File: src/rtl/clarvi_fetch.sv
// Clarvi instruction fetch: pipelined Avalon-MM initiator, in-order fetch queue, redirect/discard handling.
// Optional misaligned-redirect trap output enabled by defining FETCH_MISALIGN_TRAP_EN.
module clarvi_fetch #(
    parameter logic [63:0] RESET_PC     = 64'h0,
    parameter int unsigned ADDR_WIDTH   = 16,
    parameter int unsigned BUFFER_DEPTH = 2
) (
    input  logic                  clock,
    input  logic                  reset,
    output logic [ADDR_WIDTH-1:0] instr_address,
    output logic                  instr_read_enable,
    input  logic                  instr_wait,
    input  logic [31:0]           instr_read_data,
    input  logic                  instr_read_data_valid,
    input  logic                  redirect,
    input  logic [63:0]           redirect_pc,
    input  logic                  stall_stage,
    output logic [31:0]           out_instr,
    output logic [63:0]           out_pc,
    output logic                  out_valid
`ifdef FETCH_MISALIGN_TRAP_EN
    ,
    output logic                  out_misaligned
`endif
);

    localparam int unsigned PW = $clog2(BUFFER_DEPTH);
    localparam int unsigned CW = $clog2(BUFFER_DEPTH + 1);
    localparam int unsigned OW = CW + 1;

    logic [63:0]           r_fetch_pc;
    logic [63:0]           r_resp_pc;
    logic [ADDR_WIDTH-1:0] r_stale_addr;
    logic                  r_hold;
    logic                  r_stale;
    logic                  r_idle;
    logic [CW-1:0]         r_outstanding;
    logic [CW-1:0]         r_discard;
    logic [CW-1:0]         r_count;
    logic [PW-1:0]         r_head;
    logic [PW-1:0]         r_tail;
    logic [31:0]           r_q_instr [BUFFER_DEPTH];
    logic [63:0]           r_q_pc    [BUFFER_DEPTH];
`ifdef FETCH_MISALIGN_TRAP_EN
    logic                  r_q_mis   [BUFFER_DEPTH];
`endif

    logic [63:0]   w_redirect_pc;
    logic          w_misaligned;
    logic          w_pop;
    logic [OW-1:0] w_occ;
    logic          w_accept;
    logic          w_held_next;
    logic          w_drop;
    logic          w_push;
    logic [CW-1:0] w_out_next;
    logic [CW-1:0] w_discard_set;

`ifdef FETCH_MISALIGN_TRAP_EN
    assign w_redirect_pc = redirect_pc;
    assign w_misaligned  = |redirect_pc[1:0];
`else
    assign w_redirect_pc = redirect_pc & ~64'h3;
    assign w_misaligned  = 1'b0;
`endif

    assign out_valid = (r_count != '0);
    assign out_instr = r_q_instr[r_head];
    assign out_pc    = r_q_pc[r_head];
`ifdef FETCH_MISALIGN_TRAP_EN
    assign out_misaligned = out_valid & r_q_mis[r_head];
`endif

    // Credit counts this cycle's pop so a full stream can run at one word per cycle.
    assign w_pop = out_valid & ~stall_stage;
    assign w_occ = OW'(r_outstanding) + OW'(r_count) - OW'(w_pop);

    assign instr_read_enable = ~reset & (r_hold | (~r_idle & (w_occ < OW'(BUFFER_DEPTH))));
    assign instr_address     = r_stale ? r_stale_addr : r_fetch_pc[ADDR_WIDTH+1:2];

    assign w_accept      = instr_read_enable & ~instr_wait;
    assign w_held_next   = instr_read_enable & instr_wait;
    assign w_drop        = instr_read_data_valid & (r_discard != '0);
    assign w_push        = instr_read_data_valid & ~w_drop & ~redirect;
    assign w_out_next    = r_outstanding + CW'(w_accept) - CW'(instr_read_data_valid);
    assign w_discard_set = w_out_next + CW'(w_held_next);

    always_ff @(posedge clock) begin
        if (reset) begin
            r_fetch_pc    <= RESET_PC;
            r_resp_pc     <= RESET_PC;
            r_stale_addr  <= '0;
            r_hold        <= 1'b0;
            r_stale       <= 1'b0;
            r_idle        <= 1'b0;
            r_outstanding <= '0;
            r_discard     <= '0;
            r_count       <= '0;
            r_head        <= '0;
            r_tail        <= '0;
        end else begin
            assert (!(w_push && (r_count == CW'(BUFFER_DEPTH))));
            assert (w_out_next <= CW'(BUFFER_DEPTH));
            assert (!redirect || (w_discard_set <= CW'(BUFFER_DEPTH)));

            r_outstanding <= w_out_next;
            r_hold        <= w_held_next;

            // A request still held across a redirect keeps its old address and becomes stale.
            if (w_accept) begin
                r_stale <= 1'b0;
            end else if (redirect && w_held_next) begin
                r_stale      <= 1'b1;
                r_stale_addr <= instr_address;
            end

            if (redirect) begin
                r_fetch_pc <= w_redirect_pc;
                r_resp_pc  <= w_redirect_pc;
                r_discard  <= w_discard_set;
                r_idle     <= w_misaligned;
                r_head     <= '0;
                r_tail     <= '0;
                r_count    <= '0;
`ifdef FETCH_MISALIGN_TRAP_EN
                if (w_misaligned) begin
                    r_tail  <= PW'(1);
                    r_count <= CW'(1);
                end
`endif
            end else begin
                if (w_accept && !r_stale)
                    r_fetch_pc <= r_fetch_pc + 64'd4;
                if (w_drop)
                    r_discard <= r_discard - CW'(1);
                if (w_push) begin
                    r_resp_pc <= r_resp_pc + 64'd4;
                    r_tail    <= r_tail + PW'(1);
                end
                if (w_pop)
                    r_head <= r_head + PW'(1);
                r_count <= r_count + CW'(w_push) - CW'(w_pop);
            end
        end
    end

    always_ff @(posedge clock) begin
        if (w_push) begin
            r_q_instr[r_tail] <= instr_read_data;
            r_q_pc[r_tail]    <= r_resp_pc;
`ifdef FETCH_MISALIGN_TRAP_EN
            r_q_mis[r_tail]   <= 1'b0;
`endif
        end
`ifdef FETCH_MISALIGN_TRAP_EN
        if (redirect && w_misaligned) begin
            r_q_instr[0] <= '0;
            r_q_pc[0]    <= redirect_pc;
            r_q_mis[0]   <= 1'b1;
        end
`endif
    end

endmodule

File: config.mk
export PLATFORM = sky130hd
export DESIGN_NAME = clarvi_fetch
export DESIGN_NICKNAME = d
export VERILOG_FILES = /design/src/rtl/clarvi_fetch.sv
export SDC_FILE = /design/constraint.sdc
export NUM_CORES = 1
export LEC_CHECK = 0
export BUFFER_PORTS_ARGS = -buffer_cell sky130_fd_sc_hd__buf_4
export CAP_MARGIN = 20
export CORE_MARGIN = 2
export CORE_UTILIZATION = 56
export DETAILED_ROUTE_END_ITERATION = 8
export GPL_ROUTABILITY_DRIVEN = 0
export PLACE_DENSITY = 0.81
export SYNTH_ARGS = -nofsm -noshare
export SYNTH_HDL_FRONTEND = slang
export SYNTH_SLANG_ARGS = --single-unit
File: constraint.sdc
create_clock -name clock -period 9.5 [get_ports clock]
set_input_delay 0.95 -clock clock [delete_from_list [all_inputs] [get_ports clock]]
set_output_delay 0.95 -clock clock [all_outputs]
set_load 0.01 [all_outputs]
Yosys cells after proc, flatten, opt, wreduce, memory -nomap -nowiden
Memories as Yosys holds them, arrays and structs flattened. A register that Yosys moved wholly into a read port is not among the register bits.
Cells that the tools add are included.
- logic and storage cells: 65
- input bits: 102
- memories: 2
- output and inout bits: 114
- memory bits (writable): 192
- register bits after elaboration: 154
- memories (name ; depth ; width ; read ports ; clocked after memory_dff ; wr ports ; line ; source):
    r_q_pc ; 2 ; 64 ; 1 ; 1 ; 1 ; 43 ; logic [63:0] r_q_pc [BUFFER_DEPTH];
    r_q_instr ; 2 ; 32 ; 1 ; 1 ; 1 ; 42 ; logic [31:0] r_q_instr [BUFFER_DEPTH];
- bitwise logic cells: 14
- reductions and logical operators: 11
- add/subtract/negate cells: 12
- mux-type cells: 13
- $lt $le $gt $ge: 1
- operators by type and width (cell ; count):
    64-bit two-way mux ; 4
    64-bit by 3-bit adder with 64-bit output, second input constant ; 2
    16-bit two-way mux ; 1
    2-bit nonzero test ; 5
    1-bit AND ; 7
    2-bit by 1-bit adder with 2-bit output ; 3
    1-bit two-way mux ; 6
    1-bit NOT ; 6
    2-bit two-way mux ; 2
    2-bit OR reduction ; 2
    2-bit by 1-bit subtractor with 2-bit output ; 2
    2-bit by 2-bit adder with 3-bit output ; 1
    3-bit by 2-bit less-than comparator with 1-bit output, second input constant ; 1
    3-bit by 1-bit subtractor with 3-bit output ; 1
    1-bit adder, second input constant ; 2
    1-bit logical AND ; 2
    2-bit AND reduction ; 1
    2-bit by 1-bit subtractor with 2-bit output, second input constant ; 1
    1-bit logical NOT ; 1
    1-bit OR ; 1

Depth between registers and ports, before layout
- depth after elaboration: 11
- mapped depth: 15
- depth with buffers taken out: 14

Least setup slack after synthesis
No wires, ideal clock.
- path type: input to register
- start point: input redirect
- end point: memory r_q_instr[0][0], enable pin
- setup slack: 1033 ps
- buffers on the path: 2
- arrival: 7805 ps
- library setup time: 661 ps
- data required time: 8839 ps
- stages on the path: 3
- cells stage by stage: clkbuf_1 > clkbuf_1 > nor3_1
- word-level cells in the longest chain between the ends: 4
- RTL lines (item ; line ; source):
    from (decl) ; 15 ; input logic redirect,
    1-bit NOT ; 84 ; assign w_push = instr_read_data_valid & ~w_drop & ~redirect;
    1-bit AND ; 84 ;
    1-bit two-way mux ; 148 ; if (w_push) begin
    1-bit two-way mux (not written as such) ; 149 ; r_q_instr[r_tail] <= instr_read_data;
    to (decl) ; 42 ;
Every way passes these cells.

Worst setup path after layout
- start point: input reset
- end point: output instr_read_enable
- word-level cells in the longest chain between the ends: 2
- RTL lines (item ; line ; source):
    from (decl) ; 9 ; input logic reset,
    1-bit NOT ; 78 ; assign instr_read_enable = ~reset & (r_hold | (~r_idle & (w_occ < OW'(BUFFER_DEPTH))));
    1-bit AND ; 78 ;
    to (decl) ; 11 ; output logic instr_read_enable,
Every way passes these cells.

==> results.py <==
metrics = {
    "grt": {
        "grt_max_degree": 77,
        "antenna_found_initial": 1,
        "grt_use_total": 0.236,
        "grt_pass1_vias": 8525,
        "grt.overflow.total": 0,
        "grt_pass1_wl_um": 45200,
    },
    "floorplan": {
        "die_area_mm2": 0.0238,
        "num_rows": 54,
        "die_h_um": 154,
        "ioPinCount": 216,
        "coreArea_mm2": 0.0220,
        "initial_utilization": 0.574,
        "fp.dieW_um": 154,
    },
    "worst_setup_path": {
        "crit_arrival_ns": 2.73,
        "path_max_fanout": 74,
        "slowest_stage": "inv_1",
        "worst-path-buf-inv": 3,
        "crit_chain": "buf_4 > inv_1 > and2_1 > buf_4",
        "path_delay_family": "buffers and inverters",
        "cp-end-kind": "output port",
        "crit_path_start_kind": "primary input",
        "cp_slowest_stage_delay_ns": 0.64,
        "critPathMostFrequentCell": "buf_4",
        "worst-setup-path-type": "primary input to output port",
        "cp.required_ns": 8.55,
    },
    "detailed_routing": {
        "vias": 8904,
        "first_pass_iters": 7,
        "ant_nets": 0,
        "drc_errors": 0,
        "first_iter_violations": 599,
        "wl_um": 29200,
        "viasPerCell": 5.90,
        "drt-wirelength-per-cell_um": 19.3,
    },
    "power": {
        "p_total_mw": 3.19,
        "ir_worst_vdd_mv": 0.152,
        "pwr_density_cell_mw_per_mm2": 206,
        "leakage_nw": 5.46,
    },
    "sta": {
        "hold_viol": 0,
        "timing.final.crit_share": 0.387,
        "fin_crit_ns": 3.68,
        "setup_ws_ns": 5.82,
        "fmax_mhz": 272,
        "setup_viol": 0,
        "holdWs_ns": 0.453,
        "tightest_slew_ns": 1.06,
        "setup_tns_ns": 0,
        "finalClockSkew_ns": 0.0123,
        "rsz0062_at_grt": "false",
        "slew_violations": 0,
        "maxSlewHeadroom": 0.296,
    },
    "synth": {
        "syn_inst": 1011,
        "syn-mean-instance-area_um2": 12.5,
        "synth_edf_count": 188,
        "synth_seq_cells": 293,
        "ys.flop_type": "edfxtp_1",
        "synth_area_mm2": 0.0127,
        "synthArstFlopShare": 0,
        "yosysWarnings": 0,
        "synth.distinct_cells": 51,
        "ys_seq_area_frac": 0.612,
    },
    "run": {
        "max_cap_viol_count": 0,
    },
    "clock_tree": {
        "clk_path_buf_depth": 3,
        "post_cts_buffers": 0,
        "cts-root-buf": "clkbuf_16",
        "cts_sinks": 293,
        "htreeDepth": 1,
        "cts_tree": "done",
        "clkTransAtPathRegs_ns": 0.06,
        "postCtsHoldBufs": 0,
        "cts_made_buffers": 30,
        "ctsResizeCount": 0,
        "clk_latency_ns": 0.55,
    },
    "placed_design": {
        "dp_worst_setup_slack_ns": 5.41,
        "hpwl_um": 19400,
        "place_area_mm2": 0.0144,
        "port-buffer-count": 211,
        "place_inst": 1453,
    },
    "finish": {
        "final_util": 0.702,
        "final_layout_size_suffix_gt1_frac": 0.312,
        "layout.nets": 1316,
        "final_common_cell": "buf_4",
        "layout_common_cells": "216 x buf_4, 188 x edfxtp_1, 108 x mux2_2, 104 x dfxtp_1, 67 x nand2_1",
        "fill_cells": 1600,
        "antenna_cells": 0,
        "area_delta_synth_final_pct": 22.3,
        "stdcell_count": 1509,
        "layout.cell_area.non_filler_mm2": 0.0155,
    },
    "outcome": {
        "status": "finished, final reports clean",
    },
    "worst_hold_path": {
        "hold_path_class": "flip-flop to flip-flop",
    },
}
==> worst paths after layout <==
path | startpoint | endpoint | slack [ns] | cells after the start
worst min register to register | r_stale_addr[2] | r_stale_addr[2] | 0.45 | 2
worst max-delay path | reset | instr_read_enable | 5.82 | 4
worst max register to register | r_discard[0] | r_resp_pc[57] | 6.04 | 7
worst min-delay path | r_stale_addr[2] | r_stale_addr[2] | 0.45 | 2
==> cells in the mapped netlist (11+ instances only) <==
| master | number | share of area |
|---|---|---|
| a211oi_1 | 16 | 0.0095 |
| a21oi_1 | 20 | 0.0079 |
| nand2_1 | 67 | 0.020 |
| clkbuf_1 | 45 | 0.013 |
| or4_1 | 18 | 0.011 |
| dfxtp_1 | 105 | 0.17 |
| xor2_1 | 20 | 0.014 |
| xnor2_1 | 30 | 0.021 |
| nand4_1 | 31 | 0.015 |
| a21boi_0 | 30 | 0.018 |
| nor4_1 | 15 | 0.0074 |
| nand3_1 | 28 | 0.011 |
| o21ai_0 | 20 | 0.0079 |
| a311oi_1 | 25 | 0.017 |
| or3_1 | 14 | 0.0069 |
| inv_1 | 23 | 0.0068 |
| and4_1 | 11 | 0.0076 |
| mux2_2 | 108 | 0.096 |
| nor3_1 | 26 | 0.010 |
| nor2_1 | 65 | 0.019 |
| edfxtp_1 | 188 | 0.45 |
| o21a_1 | 16 | 0.0095 |
| o31ai_1 | 14 | 0.0083 |
==> flip-flops by register name (all words and copies together) (netlist names), named ones only <==
signal         flops
r_q_pc           124
r_q_instr         64
r_resp_pc         62
r_fetch_pc        16
r_stale_addr      16
r_count            2
r_discard          2
r_outstanding      2
r_head             1
r_hold             1
r_stale            1
r_tail             1
==> logic make-up (layout without fill, tap and decap cells) <==
family,Yosys count,after routing,share of synthesized area
flip-flops,293,293,0.612
multiplexers,110,110,0.0977
AO/OA/AOI/OAI,154,154,0.0870
buffers and inverters,78,295,0.0245
other,1,2,0.000296
adder cells (fa/ha/maj),9,9,0.00949
XOR/XNOR,50,50,0.0346
AND/OR/NAND/NOR,316,316,0.134
==> power by group <==
part	total, mW	internal, mW	switching (mW)
combinational	0.434	0.209	0.224
sequential	1.53	1.46	0.0656
clock	1.23	0.745	0.484
total	3.19	2.42	0.774
==> worst reg2reg max path, stage by stage, from the launching register on <==
cell,delay (ns)
dfxtp_1,0.30
inv_1,0.08
ha_1,0.32
nand4_1,0.25
nor3_1,0.71
nand4_1,0.75
or4_1,0.66
a311oi_1,0.29
==> per-layer routing <==
| metal | up-vias | global-route usage | part of all wire |
|---|---|---|---|
| met5 | - | 0 | 0.00055 |
| met4 | 2 | 0.0573 | 0.020 |
| met3 | 42 | 0.0403 | 0.068 |
| met2 | 322 | 0.411 | 0.50 |
| met1 | 4307 | 0.310 | 0.41 |
| li1 | 4231 | - | - |
==> cell type report <==
cell class                      count  area [um^2]  area share
Sequential cell                   293         7750       0.501
Multi-Input combinational cell    641         4610       0.298
Timing Repair Buffer              216         1620       0.105
Clock buffer                       39          815      0.0526
Tap cell                          280          350      0.0226
Clock inverter                     17          239      0.0154
Inverter                           23         87.6     0.00566
No activity file was read; power rests on OpenSTA's default activity.
